`src/rtl/envelope_ramp_pkg.sv`:
```
// Shared types and default geometry for the ramping gain envelope.
package envelope_ramp_pkg;

    localparam int unsigned ENV_N_STAGES = 8;
    localparam int unsigned ENV_GAIN_W   = 8;
    localparam int unsigned ENV_DUR_W    = 32;
    localparam int unsigned ENV_FRAC_W   = 16;
    localparam int unsigned ENV_STG_W    = $clog2(ENV_N_STAGES);

    // Bit of the wavegen command register that drives loop_en.
    localparam int unsigned ENVELOPE_LOOP_BIT = 3;

    typedef enum logic [2:0] {
        ENV_IDLE,
        ENV_SETUP,
        ENV_RAMP,
        ENV_SUSTAIN,
        ENV_DONE
    } env_state_t;

    typedef struct packed {
        logic [ENV_N_STAGES-1:0][ENV_GAIN_W-1:0] gains;
        logic [ENV_N_STAGES-1:0][ENV_DUR_W-1:0]  durations;
        logic [ENV_STG_W-1:0]                    sustain_idx;
        logic                                    loop_en;
    } envelope_ramp_cfg_t;

endpackage

```
`src/rtl/envelope_ramp_seq_divider.sv`:
```
// Restoring unsigned sequential divider, one quotient bit per clock.
module envelope_ramp_seq_divider #(
    parameter int unsigned NUM_W = 24,
    parameter int unsigned DEN_W = 32
) (
    input  logic             clk,
    input  logic             rst,
    input  logic             start,
    input  logic [NUM_W-1:0] num,
    input  logic [DEN_W-1:0] den,
    output logic             busy,
    output logic             done,
    output logic [NUM_W-1:0] quotient
);

    localparam int unsigned CNT_W = $clog2(NUM_W + 1);

    logic [DEN_W-1:0] rem_q, rem_d;
    logic [NUM_W-1:0] quo_q, quo_d;
    logic [DEN_W-1:0] den_q, den_d;
    logic [CNT_W-1:0] cnt_q, cnt_d;
    logic             busy_q, busy_d;
    logic             done_q, done_d;
    logic [DEN_W:0]   rem_sh;
    logic [DEN_W:0]   rem_sub;

    // Shift-subtract iteration; a zero divisor naturally yields all-ones.
    always_comb begin
        rem_d   = rem_q;
        quo_d   = quo_q;
        den_d   = den_q;
        cnt_d   = cnt_q;
        busy_d  = busy_q;
        done_d  = 1'b0;
        rem_sh  = {rem_q, quo_q[NUM_W-1]};
        rem_sub = rem_sh - {1'b0, den_q};
        if (start) begin
            rem_d  = '0;
            quo_d  = num;
            den_d  = den;
            cnt_d  = CNT_W'(NUM_W);
            busy_d = 1'b1;
        end else if (busy_q) begin
            quo_d = {quo_q[NUM_W-2:0], 1'b0};
            if (rem_sh >= {1'b0, den_q}) begin
                rem_d    = rem_sub[DEN_W-1:0];
                quo_d[0] = 1'b1;
            end else begin
                rem_d = rem_sh[DEN_W-1:0];
            end
            cnt_d = cnt_q - CNT_W'(1);
            if (cnt_q == CNT_W'(1)) begin
                busy_d = 1'b0;
                done_d = 1'b1;
            end
        end
    end

    always_ff @(posedge clk) begin
        if (rst) begin
            rem_q  <= '0;
            quo_q  <= '0;
            den_q  <= '0;
            cnt_q  <= '0;
            busy_q <= 1'b0;
            done_q <= 1'b0;
        end else begin
            rem_q  <= rem_d;
            quo_q  <= quo_d;
            den_q  <= den_d;
            cnt_q  <= cnt_d;
            busy_q <= busy_d;
            done_q <= done_d;
        end
    end

    assign busy     = busy_q;
    assign done     = done_q;
    assign quotient = quo_q;

endmodule

```
`src/rtl/envelope_ramp.sv`:
```
// N-stage gain envelope that ramps linearly to each stage target on sample_tick,
// with gate-driven sustain, release and optional attack/decay looping.
module envelope_ramp
    import envelope_ramp_pkg::*;
#(
    parameter int unsigned N_STAGES = ENV_N_STAGES,
    parameter int unsigned GAIN_W   = ENV_GAIN_W,
    parameter int unsigned DUR_W    = ENV_DUR_W,
    parameter int unsigned FRAC_W   = ENV_FRAC_W
) (
    input  logic                               clk,
    input  logic                               rst,
    input  logic                               sample_tick,
    input  logic                               gate,
    input  logic                               env_reset,
    input  logic [N_STAGES-1:0][GAIN_W-1:0]    gains,
    input  logic [N_STAGES-1:0][DUR_W-1:0]     durations,
    input  logic [$clog2(N_STAGES)-1:0]        sustain_idx,
    input  logic                               loop_en,
    output logic [GAIN_W+FRAC_W-1:0]           level,
    output logic [$clog2(N_STAGES)-1:0]        stage,
    output logic                               active,
    output logic                               done
);

    localparam int unsigned LVL_W = GAIN_W + FRAC_W;
    localparam int unsigned STG_W = $clog2(N_STAGES);
    localparam logic [STG_W-1:0] LAST_STAGE = STG_W'(N_STAGES - 1);
    localparam logic [LVL_W-1:0] LVL_MAX    = '1;

    env_state_t       state_q, state_d;
    logic [STG_W-1:0] stage_q, stage_d;
    logic [LVL_W-1:0] level_q, level_d;
    logic [LVL_W-1:0] target_q, target_d;
    logic [LVL_W-1:0] step_q, step_d;
    logic [DUR_W-1:0] dur_q, dur_d;
    logic [DUR_W-1:0] elapsed_q, elapsed_d;
    logic [STG_W-1:0] sus_q, sus_d;
    logic             loop_q, loop_d;
    logic             down_q, down_d;
    logic             launched_q, launched_d;
    logic             gate_q, gate_d;
    logic             done_q, done_d;
    logic             active_q, active_d;

    logic             gate_rise, gate_fall;
    logic             advance, go_setup;
    logic [STG_W-1:0] go_stage;
    logic [LVL_W-1:0] t_new;
    logic [DUR_W-1:0] elapsed_n;
    logic [LVL_W:0]   sum;
    logic             div_start_c, div_clr_c, div_busy, div_done;
    logic [LVL_W-1:0] div_num_c, div_quo;

    assign div_clr_c = rst || env_reset;

    envelope_ramp_seq_divider #(
        .NUM_W (LVL_W),
        .DEN_W (DUR_W)
    ) u_div (
        .clk      (clk),
        .rst      (div_clr_c),
        .start    (div_start_c),
        .num      (div_num_c),
        .den      (durations[stage_q]),
        .busy     (div_busy),
        .done     (div_done),
        .quotient (div_quo)
    );

    always_comb begin
        state_d     = state_q;
        stage_d     = stage_q;
        level_d     = level_q;
        target_d    = target_q;
        step_d      = step_q;
        dur_d       = dur_q;
        elapsed_d   = elapsed_q;
        sus_d       = sus_q;
        loop_d      = loop_q;
        down_d      = down_q;
        launched_d  = launched_q;
        gate_d      = gate;
        done_d      = 1'b0;
        advance     = 1'b0;
        go_setup    = 1'b0;
        go_stage    = '0;
        div_start_c = 1'b0;
        div_num_c   = '0;
        t_new       = {gains[stage_q], {FRAC_W{1'b0}}};
        elapsed_n   = elapsed_q + DUR_W'(1);
        sum         = {1'b0, level_q} + {1'b0, step_q};
        gate_rise   = gate && !gate_q;
        gate_fall   = !gate && gate_q;

        if (env_reset) begin
            state_d    = ENV_IDLE;
            stage_d    = '0;
            level_d    = '0;
            elapsed_d  = '0;
            launched_d = 1'b0;
        end else begin
            case (state_q)
                ENV_IDLE, ENV_DONE: begin
                    if (gate_rise) begin
                        go_setup = 1'b1;
                    end
                end
                default: begin
                    // Gate edges outrank ticks; release begins from wherever level is.
                    if (gate_fall && stage_q <= sus_q) begin
                        if (sus_q == LAST_STAGE) begin
                            state_d = ENV_DONE;
                            done_d  = 1'b1;
                        end else begin
                            go_setup = 1'b1;
                            go_stage = sus_q + STG_W'(1);
                        end
                    end else if (gate_rise && stage_q > sus_q) begin
                        go_setup = 1'b1;
                    end else if (state_q == ENV_SETUP) begin
                        if (!launched_q) begin
                            launched_d = 1'b1;
                            target_d   = t_new;
                            dur_d      = durations[stage_q];
                            sus_d      = sustain_idx;
                            loop_d     = loop_en;
                            elapsed_d  = DUR_W'(sample_tick);
                            if (durations[stage_q] == '0) begin
                                level_d = t_new;
                                advance = 1'b1;
                            end else begin
                                div_start_c = 1'b1;
                                down_d      = t_new < level_q;
                                div_num_c   = (t_new < level_q) ? (level_q - t_new)
                                                                : (t_new - level_q);
                            end
                        end else begin
                            if (sample_tick) begin
                                elapsed_d = elapsed_n;
                            end
                            if (div_done && !div_busy) begin
                                step_d = div_quo;
                                // Ticks seen during the divide may already exhaust the stage.
                                if (elapsed_d >= dur_q) begin
                                    level_d = target_q;
                                    advance = 1'b1;
                                end else begin
                                    state_d = ENV_RAMP;
                                end
                            end
                        end
                    end else if (state_q == ENV_RAMP && sample_tick) begin
                        elapsed_d = elapsed_n;
                        if (elapsed_n >= dur_q) begin
                            level_d = target_q;
                            advance = 1'b1;
                        end else if (down_q) begin
                            level_d = (level_q < step_q) ? '0 : (level_q - step_q);
                        end else begin
                            level_d = sum[LVL_W] ? LVL_MAX : sum[LVL_W-1:0];
                        end
                    end
                end
            endcase

            if (advance) begin
                if (stage_q == sus_d && gate_q && !loop_d) begin
                    state_d = ENV_SUSTAIN;
                end else if (stage_q == sus_d && gate_q) begin
                    go_setup = 1'b1;
                end else if (stage_q == LAST_STAGE) begin
                    state_d = ENV_DONE;
                    done_d  = 1'b1;
                end else begin
                    go_setup = 1'b1;
                    go_stage = stage_q + STG_W'(1);
                end
            end

            if (go_setup) begin
                state_d    = ENV_SETUP;
                stage_d    = go_stage;
                launched_d = 1'b0;
            end
        end

        active_d = (state_d == ENV_RAMP) || (state_d == ENV_SUSTAIN);
    end

    always_ff @(posedge clk) begin
        if (rst) begin
            state_q    <= ENV_IDLE;
            stage_q    <= '0;
            level_q    <= '0;
            target_q   <= '0;
            step_q     <= '0;
            dur_q      <= '0;
            elapsed_q  <= '0;
            sus_q      <= '0;
            loop_q     <= 1'b0;
            down_q     <= 1'b0;
            launched_q <= 1'b0;
            // Track gate through reset so a gate raised under reset is not seen as an edge.
            gate_q     <= gate;
            done_q     <= 1'b0;
            active_q   <= 1'b0;
        end else begin
            state_q    <= state_d;
            stage_q    <= stage_d;
            level_q    <= level_d;
            target_q   <= target_d;
            step_q     <= step_d;
            dur_q      <= dur_d;
            elapsed_q  <= elapsed_d;
            sus_q      <= sus_d;
            loop_q     <= loop_d;
            down_q     <= down_d;
            launched_q <= launched_d;
            gate_q     <= gate_d;
            done_q     <= done_d;
            active_q   <= active_d;
        end
    end

    assign level  = level_q;
    assign stage  = stage_q;
    assign active = active_q;
    assign done   = done_q;

endmodule

```
`config.mk`:
```
export PLATFORM = sky130hd
export DESIGN_NAME = envelope_ramp
export DESIGN_NICKNAME = d
export VERILOG_FILES = /design/src/rtl/envelope_ramp_pkg.sv /design/src/rtl/envelope_ramp_seq_divider.sv /design/src/rtl/envelope_ramp.sv
export SDC_FILE = /design/constraint.sdc
export NUM_CORES = 1
export LEC_CHECK = 0
export BUFFER_PORTS_ARGS = -buffer_cell sky130_fd_sc_hd__clkbuf_2
export CORE_ASPECT_RATIO = 1.25
export CORE_UTILIZATION = 59
export CTS_BUF_LIST = sky130_fd_sc_hd__clkbuf_4
export DETAILED_ROUTE_END_ITERATION = 10
export PLACE_DENSITY = 0.84
export SLEW_MARGIN = 20
export SYNTH_ARGS = -nofsm -noshare
export SYNTH_HDL_FRONTEND = slang
export SYNTH_SLANG_ARGS = --single-unit
export TNS_END_PERCENT = 1
```
`constraint.sdc`:
```
create_clock -name clk -period 5.7 [get_ports clk]
set_input_delay 0.57 -clock clk [delete_from_list [all_inputs] [get_ports clk]]
set_output_delay 0.57 -clock clk [all_outputs]
set_load 0.03 [all_outputs]
```
==> flow_metrics.env, run 1 <==
export IMPL_syn_to_final_growth_pct=13.53
export IMPL_multiInputGateArea_um2=14440
export IMPL_vias=22050
export IMPL_synth_compound_area_share_pct=21.57
export IMPL_drive_gt1_share_pct=21.00
export IMPL_ff2ff_path_depth=19
export IMPL_grt_pass1_vias=21320
export IMPL_power_leakage_nw=9.909
export IMPL_synthCells=2579
export IMPL_wirelength_um=82520
export IMPL_netlist_cell_type_count=93
export IMPL_yosys_top_cells_area="dfxtp_1 23%, ha_1 10%, mux4_2 8.4%, a21oi_1 7.4%, nand2_1 5.4%"
export IMPL_numClockSinks=230
export IMPL_ys_seq_area_share_pct=22.71
export IMPL_rows=75
export IMPL_initial_utilization_pct=60.19
export IMPL_cap_violations=0
export IMPL_root_buffer="clkbuf_4"
export IMPL_insertion_delay_ns=0.81
export IMPL_final_area_um2=23020
export IMPL_drtAntennaViolNets=0
export IMPL_required_ns=6.41
export IMPL_hold_depth=3
export IMPL_routedWlPerCell_um=24.61
export IMPL_clockBufferDepth=3
export IMPL_seq_power_share_pct=43.9
export IMPL_synth_fa_ha_area_share_pct=10.82
export IMPL_grtUsageMet3_pct=13.26
export IMPL_die_y_um=209.3
export IMPL_final_period_utilization_pct=92.77
export IMPL_cts_max_level=2
export IMPL_cts_resized=0
export IMPL_grt_antenna_before_repair=20
export IMPL_slew_headroom_pct=26.97
export IMPL_path_clk_slew_ns=0.07
export IMPL_grt_overflow_total=0
export IMPL_startpoint_type="register"
export IMPL_synth_edff_count=0
export IMPL_met2_usage_pct=76.14
export IMPL_finalSetupViolCount=0
export IMPL_syn_area_um2=20280
export IMPL_layout_commonest_cell="clkbuf_2"
export IMPL_drv_slew=0
export IMPL_synth_top_family_by_area="compound AO/OA/AOI/OAI gates"
export IMPL_hold_class="primary input to register"
export IMPL_p_int_w=0.002568
export IMPL_irDropWorstVdd_mv=0.1605
export IMPL_netSwitchingFraction_pct=30.59
export IMPL_hold_viol=0
export IMPL_dieWidth_um=167.8
export IMPL_outcome="finished clean"
export IMPL_clock_power_share_pct=39.8
export IMPL_rsz0062_at_grt="false"
export IMPL_dieArea_um2=35120
export IMPL_fin_worst_skew_ns=0.08825
export IMPL_synth_seq_cells=230
export IMPL_critPathArrivalTime_ns=5.99
export IMPL_track_usage_pct=46.47
export IMPL_fmax_mhz=189.1
export IMPL_power_frac_comb_pct=16.3
export IMPL_via_per_inst=6.576
export IMPL_placed_area_um2=22230
export IMPL_fin_crit_ns=5.288
export IMPL_synth_nets=3081
export IMPL_io_buffer_count=357
export IMPL_nets=3378
export IMPL_avgSynthCellArea_um2=7.862
export IMPL_synth_top_area_share_pct=22.71
export IMPL_drc=0
export IMPL_use_met1_pct=50.42
export IMPL_worstMarginPinSlew_ns=1.095
export IMPL_async_flop_share_pct=0
export IMPL_drt_first_pass_iters=6
export IMPL_regArea_um2=4617
export IMPL_cts_buffers=60
export IMPL_dp_hpwl_um=64980
export IMPL_cts_tree="built"
export IMPL_setup_tns_final_ns=0
export IMPL_fillers=2778
export IMPL_critPathCaptureType="register"
export IMPL_power_density_nw_per_um2=160.7
export IMPL_gp_congestion=1.061
export IMPL_synth_mux_area_share_pct=12.13
export IMPL_synthFlopType="dfxtp_1"
export IMPL_synthXorXnorAreaFrac_pct=6.436
export IMPL_core_um2=33690
export IMPL_grt_pass1_wl_um=123300
export IMPL_ys_warn_count=0
export IMPL_power_switching_w=0.001132
export IMPL_synth_top_cell_by_area="dfxtp_1"
export IMPL_io_pin_count=358
export IMPL_synthSimpleGateAreaFrac_pct=20.12
export IMPL_path_max_fanout=10
export IMPL_grt_max_degree=91
export IMPL_grt_busiest_layer="met2"
export IMPL_totalPowerFinal_w=0.003699
export IMPL_final_cell_mix="357 x clkbuf_2, 301 x a21oi_1, 293 x nand2_1"
export IMPL_path_class="register to register"
export IMPL_drt_iter0_markers=2339
==> final timing paths <==
path                           start         end  slack [ns]
setup / recovery        elapsed_q[0]    level[9]        0.41
hold / removal        sustain_idx[2]    sus_q[2]        0.13
setup reg to reg        elapsed_q[0]    level[9]        0.41
hold reg to reg   u_div.quotient[20]  step_q[20]        0.45
==> per-stage QoR <==
stage	std cells	hold slack, ns	setup WS [ns]	util (%)
after floorplan	2579	0.4357	0.9115	-
after global placement	3236	0.4445	0.7025	65.99
after detailed placement	3236	0.4496	0.5414	65.99
after CTS	3337	0.08674	0.4856	68.19
after global routing	3348	0.09835	0.06463	68.29
final	3353	0.1308	0.4120	68.33
==> metal layers <==
| metal | vias to the layer above | share of wire (%) |
|---|---|---|
| met1 | 10350 | 34 |
| met5 | - | 0.025 |
| met3 | 388 | 11 |
| met4 | 4 | 9.1 |
| li1 | 9950 | - |
| met2 | 1361 | 46 |
==> cell type report <==
cell class | count | share of cell area, %
Clock buffer | 89 | 2.902
Sequential cell | 230 | 20.06
Tap cell | 423 | 2.299
Multi-Input combinational cell | 2034 | 62.75
Clock inverter | 11 | 0.2663
Antenna cell | 16 | 0.1739
Inverter | 154 | 2.511
Timing Repair Buffer | 396 | 9.044
==> registers in the layout (all words and copies together) (netlist names), 5 cells and up <==
name	count
dur_q	32
elapsed_q	32
u_div.den_q	32
u_div.rem_q	32
level	24
step_q	24
u_div.quotient	24
target_q	8
u_div.cnt_q	5
==> kinds of logic (layout without fill, tap and decap cells) <==
family / Yosys count / count (layout)
AOI/OAI and AO/OA: 692 / 692
xor gates and xnor gates: 149 / 149
muxes: 150 / 150
buffers and inverters: 315 / 650
and+or+nand+nor: 870 / 870
DFF: 230 / 230
adders and majority gates: 173 / 173
other: 0 / 16
==> power by group through the flow <==
| stage | combinational (W) | clock, W | sequential, W |
|---|---|---|---|
| 6_report | 0.000604 | 0.00147 | 0.00162 |
| 5_1_grt | 0.000632 | 0.00156 | 0.00162 |
| 4_1_cts | 0.000582 | 0.00148 | 0.00162 |
| 3_5_place_dp | 0.000579 | 0 | 0.00166 |
| 3_3_place_gp | 0.000568 | 0 | 0.00166 |
| 2_1_floorplan | 0.000323 | 0 | 0.00165 |
==> timing repair <==
item	CTS	global route
hold buffers	1	0
hold endpoints to repair	1	0
setup buffers	0	0
==> worst max-delay path: stages, from the launching register on <==
cell and delay, ns:
dfxtp_1 0.48, ha_1 0.30, nand3_1 0.21, nor3_2 0.28
and3_1 0.30, and3_1 0.29, and3_1 0.23, nand3_1 0.25
nor2_1 0.29, xor2_1 0.10, ha_1 0.19, a21o_1 0.17
a21o_1 0.17, a21oi_1 0.16, o211ai_1 0.17, nor3_1 0.62
o21ai_0 0.31, nor2_4 0.32, nand2_1 0.19, o21ai_0 0.20
==> cell usage after synthesis, drive strengths merged, types with 6 or more instances <==
| cell | instances |
|---|---|
| nand3 | 46 |
| xnor2 | 105 |
| inv | 153 |
| o221ai | 8 |
| and3 | 26 |
| nor2 | 239 |
| a31oi | 14 |
| o21a | 14 |
| nor2b | 17 |
| a2111oi | 10 |
| nand2b | 22 |
| o2111ai | 6 |
| a211oi | 51 |
| o211ai | 14 |
| a21oi | 302 |
| o22ai | 7 |
| mux2i | 69 |
| mux4 | 76 |
| o311ai | 11 |
| nand4 | 26 |
| xor2 | 44 |
| o31ai | 19 |
| dfxtp | 230 |
| nand3b | 22 |
| o21ai | 113 |
| nor4 | 15 |
| nand2 | 294 |
| a211o | 10 |
| o21bai | 17 |
| buf | 46 |
| o211a | 6 |
| or4 | 13 |
| clkbuf | 115 |
| or3 | 30 |
| nor3 | 82 |
| nor3b | 7 |
| and2 | 10 |
| ha | 169 |
| a21o | 38 |
No activity file was read; power rests on OpenSTA's default activity.
==> run 2: changes to the inputs <==
- ABC_AREA: default -> 1
- CORE_UTILIZATION: 59 -> 60
==> run 2 against run 1 <==
Compared with the run above: global-route usage is 6.8 points lower; clock skew decreased by 0.043 ns; largest power group unchanged; final area up 7.6%; synthesized area up 9.8%; clock power shrank 5%; total power grew 21%; first-iteration DRC count shrank 1.9%; flip-flop and latch count did not move; critical path type unchanged.
==> flow_metrics.env, run 2 <==
export IMPL_fin_worst_skew_ns=0.04494
export IMPL_post_cts_buffers=0
export IMPL_path_delay_family="simple AND/OR/NAND/NOR gates"
export IMPL_finalSetupViolCount=0
export IMPL_cts_tree="built"
export IMPL_gp_congestion=0.9953
export IMPL_synth_top_area_share_pct=20.68
export IMPL_synth_fa_ha_area_share_pct=9.857
export IMPL_path_max_fanout=36
export IMPL_async_flop_share_pct=0
export IMPL_synth_nets=4287
export IMPL_path_class="register to register"
export IMPL_root_buffer="clkbuf_4"
export IMPL_startpoint_type="register"
export IMPL_cp_slowest_cell="dfxtp_1"
export IMPL_avgSynthCellArea_um2=5.882
export IMPL_grt_busiest_layer="met2"
export IMPL_vias=26110
export IMPL_synth_mux_area_share_pct=0
export IMPL_fmax_mhz=219.8
export IMPL_wirelength_um=76970
export IMPL_io_buffer_count=357
export IMPL_syn_to_final_growth_pct=11.28
export IMPL_power_leakage_nw=13.18
export IMPL_die_y_um=217.4
export IMPL_critPathCaptureType="register"
export IMPL_routedWlPerCell_um=16.81
export IMPL_placed_area_um2=24050
export IMPL_grt_pass1_vias=24270
export IMPL_final_cell_mix="1004 x nand2_1, 544 x inv_1, 357 x clkbuf_2"
export IMPL_yosys_top_cells_area="dfxtp_1 21%, nand2_1 17%, ha_1 9.5%, inv_1 9.2%, nand3_1 7.9%"
export IMPL_path_clk_slew_ns=0.07
export IMPL_layout_commonest_cell="nand2_1"
export IMPL_cap_violations=0
export IMPL_via_per_inst=5.701
export IMPL_slew_headroom_pct=29.14
export IMPL_dieArea_um2=37890
export IMPL_power_density_nw_per_um2=180.4
export IMPL_synth_top_cell_by_area="dfxtp_1"
export IMPL_synthTopCellsByCount="1004 x nand2_1, 546 x inv_1, 350 x nand3_1, 337 x a21oi_1, 284 x nor2_1"
export IMPL_synthCells=3785
export IMPL_synthSimpleGateAreaFrac_pct=33.93
export IMPL_grtUsageMet3_pct=5.398
export IMPL_track_usage_pct=39.64
export IMPL_netlist_cell_type_count=52
export IMPL_syn_area_um2=22260
export IMPL_drt_first_pass_iters=8
export IMPL_setup_tns_final_ns=0
export IMPL_outcome="finished clean"
export IMPL_synth_edff_count=0
export IMPL_cp_slowest_stage_delay_ns=0.44
export IMPL_synthXorXnorAreaFrac_pct=2.827
export IMPL_reg2reg_slack_ns=1.15
export IMPL_required_ns=6.34
export IMPL_final_period_utilization_pct=79.81
export IMPL_critPathArrivalTime_ns=5.19
export IMPL_clockBufferDepth=3
export IMPL_grt_pass1_wl_um=121100
export IMPL_synthFlopType="dfxtp_1"
export IMPL_drt_iter0_markers=2295
export IMPL_synth_top_family_by_area="simple AND/OR/NAND/NOR gates"
export IMPL_use_met1_pct=44.57
export IMPL_drtAntennaViolNets=0
export IMPL_grt_max_degree=124
export IMPL_grt_antenna_before_repair=5
export IMPL_crit_top_cell="nand2_1"
export IMPL_cts_max_level=2
export IMPL_fillers=3566
export IMPL_final_area_um2=24780
export IMPL_io_pin_count=358
export IMPL_dieWidth_um=174.3
export IMPL_met2_usage_pct=68.50
export IMPL_dp_hpwl_um=59770
export IMPL_yosysMostFrequentCell="nand2_1"
export IMPL_hold_class="primary input to register"
export IMPL_ys_warn_count=0
export IMPL_grt_overflow_total=0
export IMPL_initial_utilization_pct=61.16
export IMPL_drc=0
export IMPL_synth_seq_cells=230
export IMPL_fin_crit_ns=4.549
export IMPL_core_um2=36400
export IMPL_insertion_delay_ns=0.76
export IMPL_rsz0062_at_grt="false"
export IMPL_cts_buffers=58
export IMPL_numClockSinks=230
export IMPL_irDropWorstVdd_mv=0.1151
export IMPL_critPathBufInv=2
export IMPL_hold_viol=0
export IMPL_worstMarginPinSlew_ns=1.059
export IMPL_ys_seq_area_share_pct=20.68
export IMPL_rows=78
export IMPL_drive_gt1_share_pct=12.63
export IMPL_synth_compound_area_share_pct=19.42
export IMPL_drv_slew=0
export IMPL_nets=4556
run 2: worst paths after layout:
kind / start / end / cells after the start
worst min register to register: dur_q[7] / dur_q[7] / 2
worst max register to register: elapsed_q[0] / level[0] / 26
worst min-delay path: env_reset / sus_q[1] / 3
worst max-delay path: elapsed_q[0] / level[0] / 26
run 2: cell families after synthesis:
logic type | count (synthesis)
adders and majority gates | 173
AOI/OAI and AO/OA | 788
DFF | 230
and+or+nand+nor | 1789
xor gates and xnor gates | 71
buffers and inverters | 734
run 2: cell type report:
type	instances	area, um^2	share of cell area [%]
multi-input combinational	2821	14720	59.43
sequential	230	4614	18.63
inverter	554	2082	8.404
timing repair buffer	389	2042	8.242
clock buffer	84	630.6	2.545
tap	480	600.6	2.424
clock inverter	17	70.07	0.2828
antenna	5	12.51	0.05050
run 2: worst reg2reg max path: cells and delay by family (launching register included):
kind                       cells  cell delay (ns)
DFF                            1             0.44
AOI/OAI and AO/OA              4             0.67
adders and majority gates      1             0.31
and+or+nand+nor               18             2.29
buffers and inverters          2             0.43
xor gates and xnor gates       1             0.31
run 2: report_power, final:
group,leakage [nW],internal (W),switching (W)
registers,1.86,0.00163,0.0000382
clock network,0.428,0.000672,0.000721
logic,10.9,0.000469,0.000945
run 2: through the flow:
step           worst slack (ns)  power [W]  instances  hold slack, ns  utilization (%)
5_1_grt                  0.7909   0.004710       4580          0.2011            68.06
6_report                  1.151   0.004471       4580          0.1832            68.06
3_5_place_dp              1.312   0.003071       4473          0.4568            66.07
4_1_cts                   1.275   0.004444       4575          0.1351            68.02
2_1_floorplan             1.949   0.002624       3785          0.4353                -
3_3_place_gp              1.448   0.003063       4473          0.4515            66.07
run 2: repair_timing:
item                      CTS  global route
hold buffers                1             0
hold endpoints to repair    1             0
resized for setup           0             0
run 2: layer usage:
metal | part of all wire, % | vias up
met1 | 38 | 11590
met4 | 7.4 | 0
met5 | 0 | -
met3 | 7.8 | 300
li1 | - | 12920
met2 | 47 | 1301
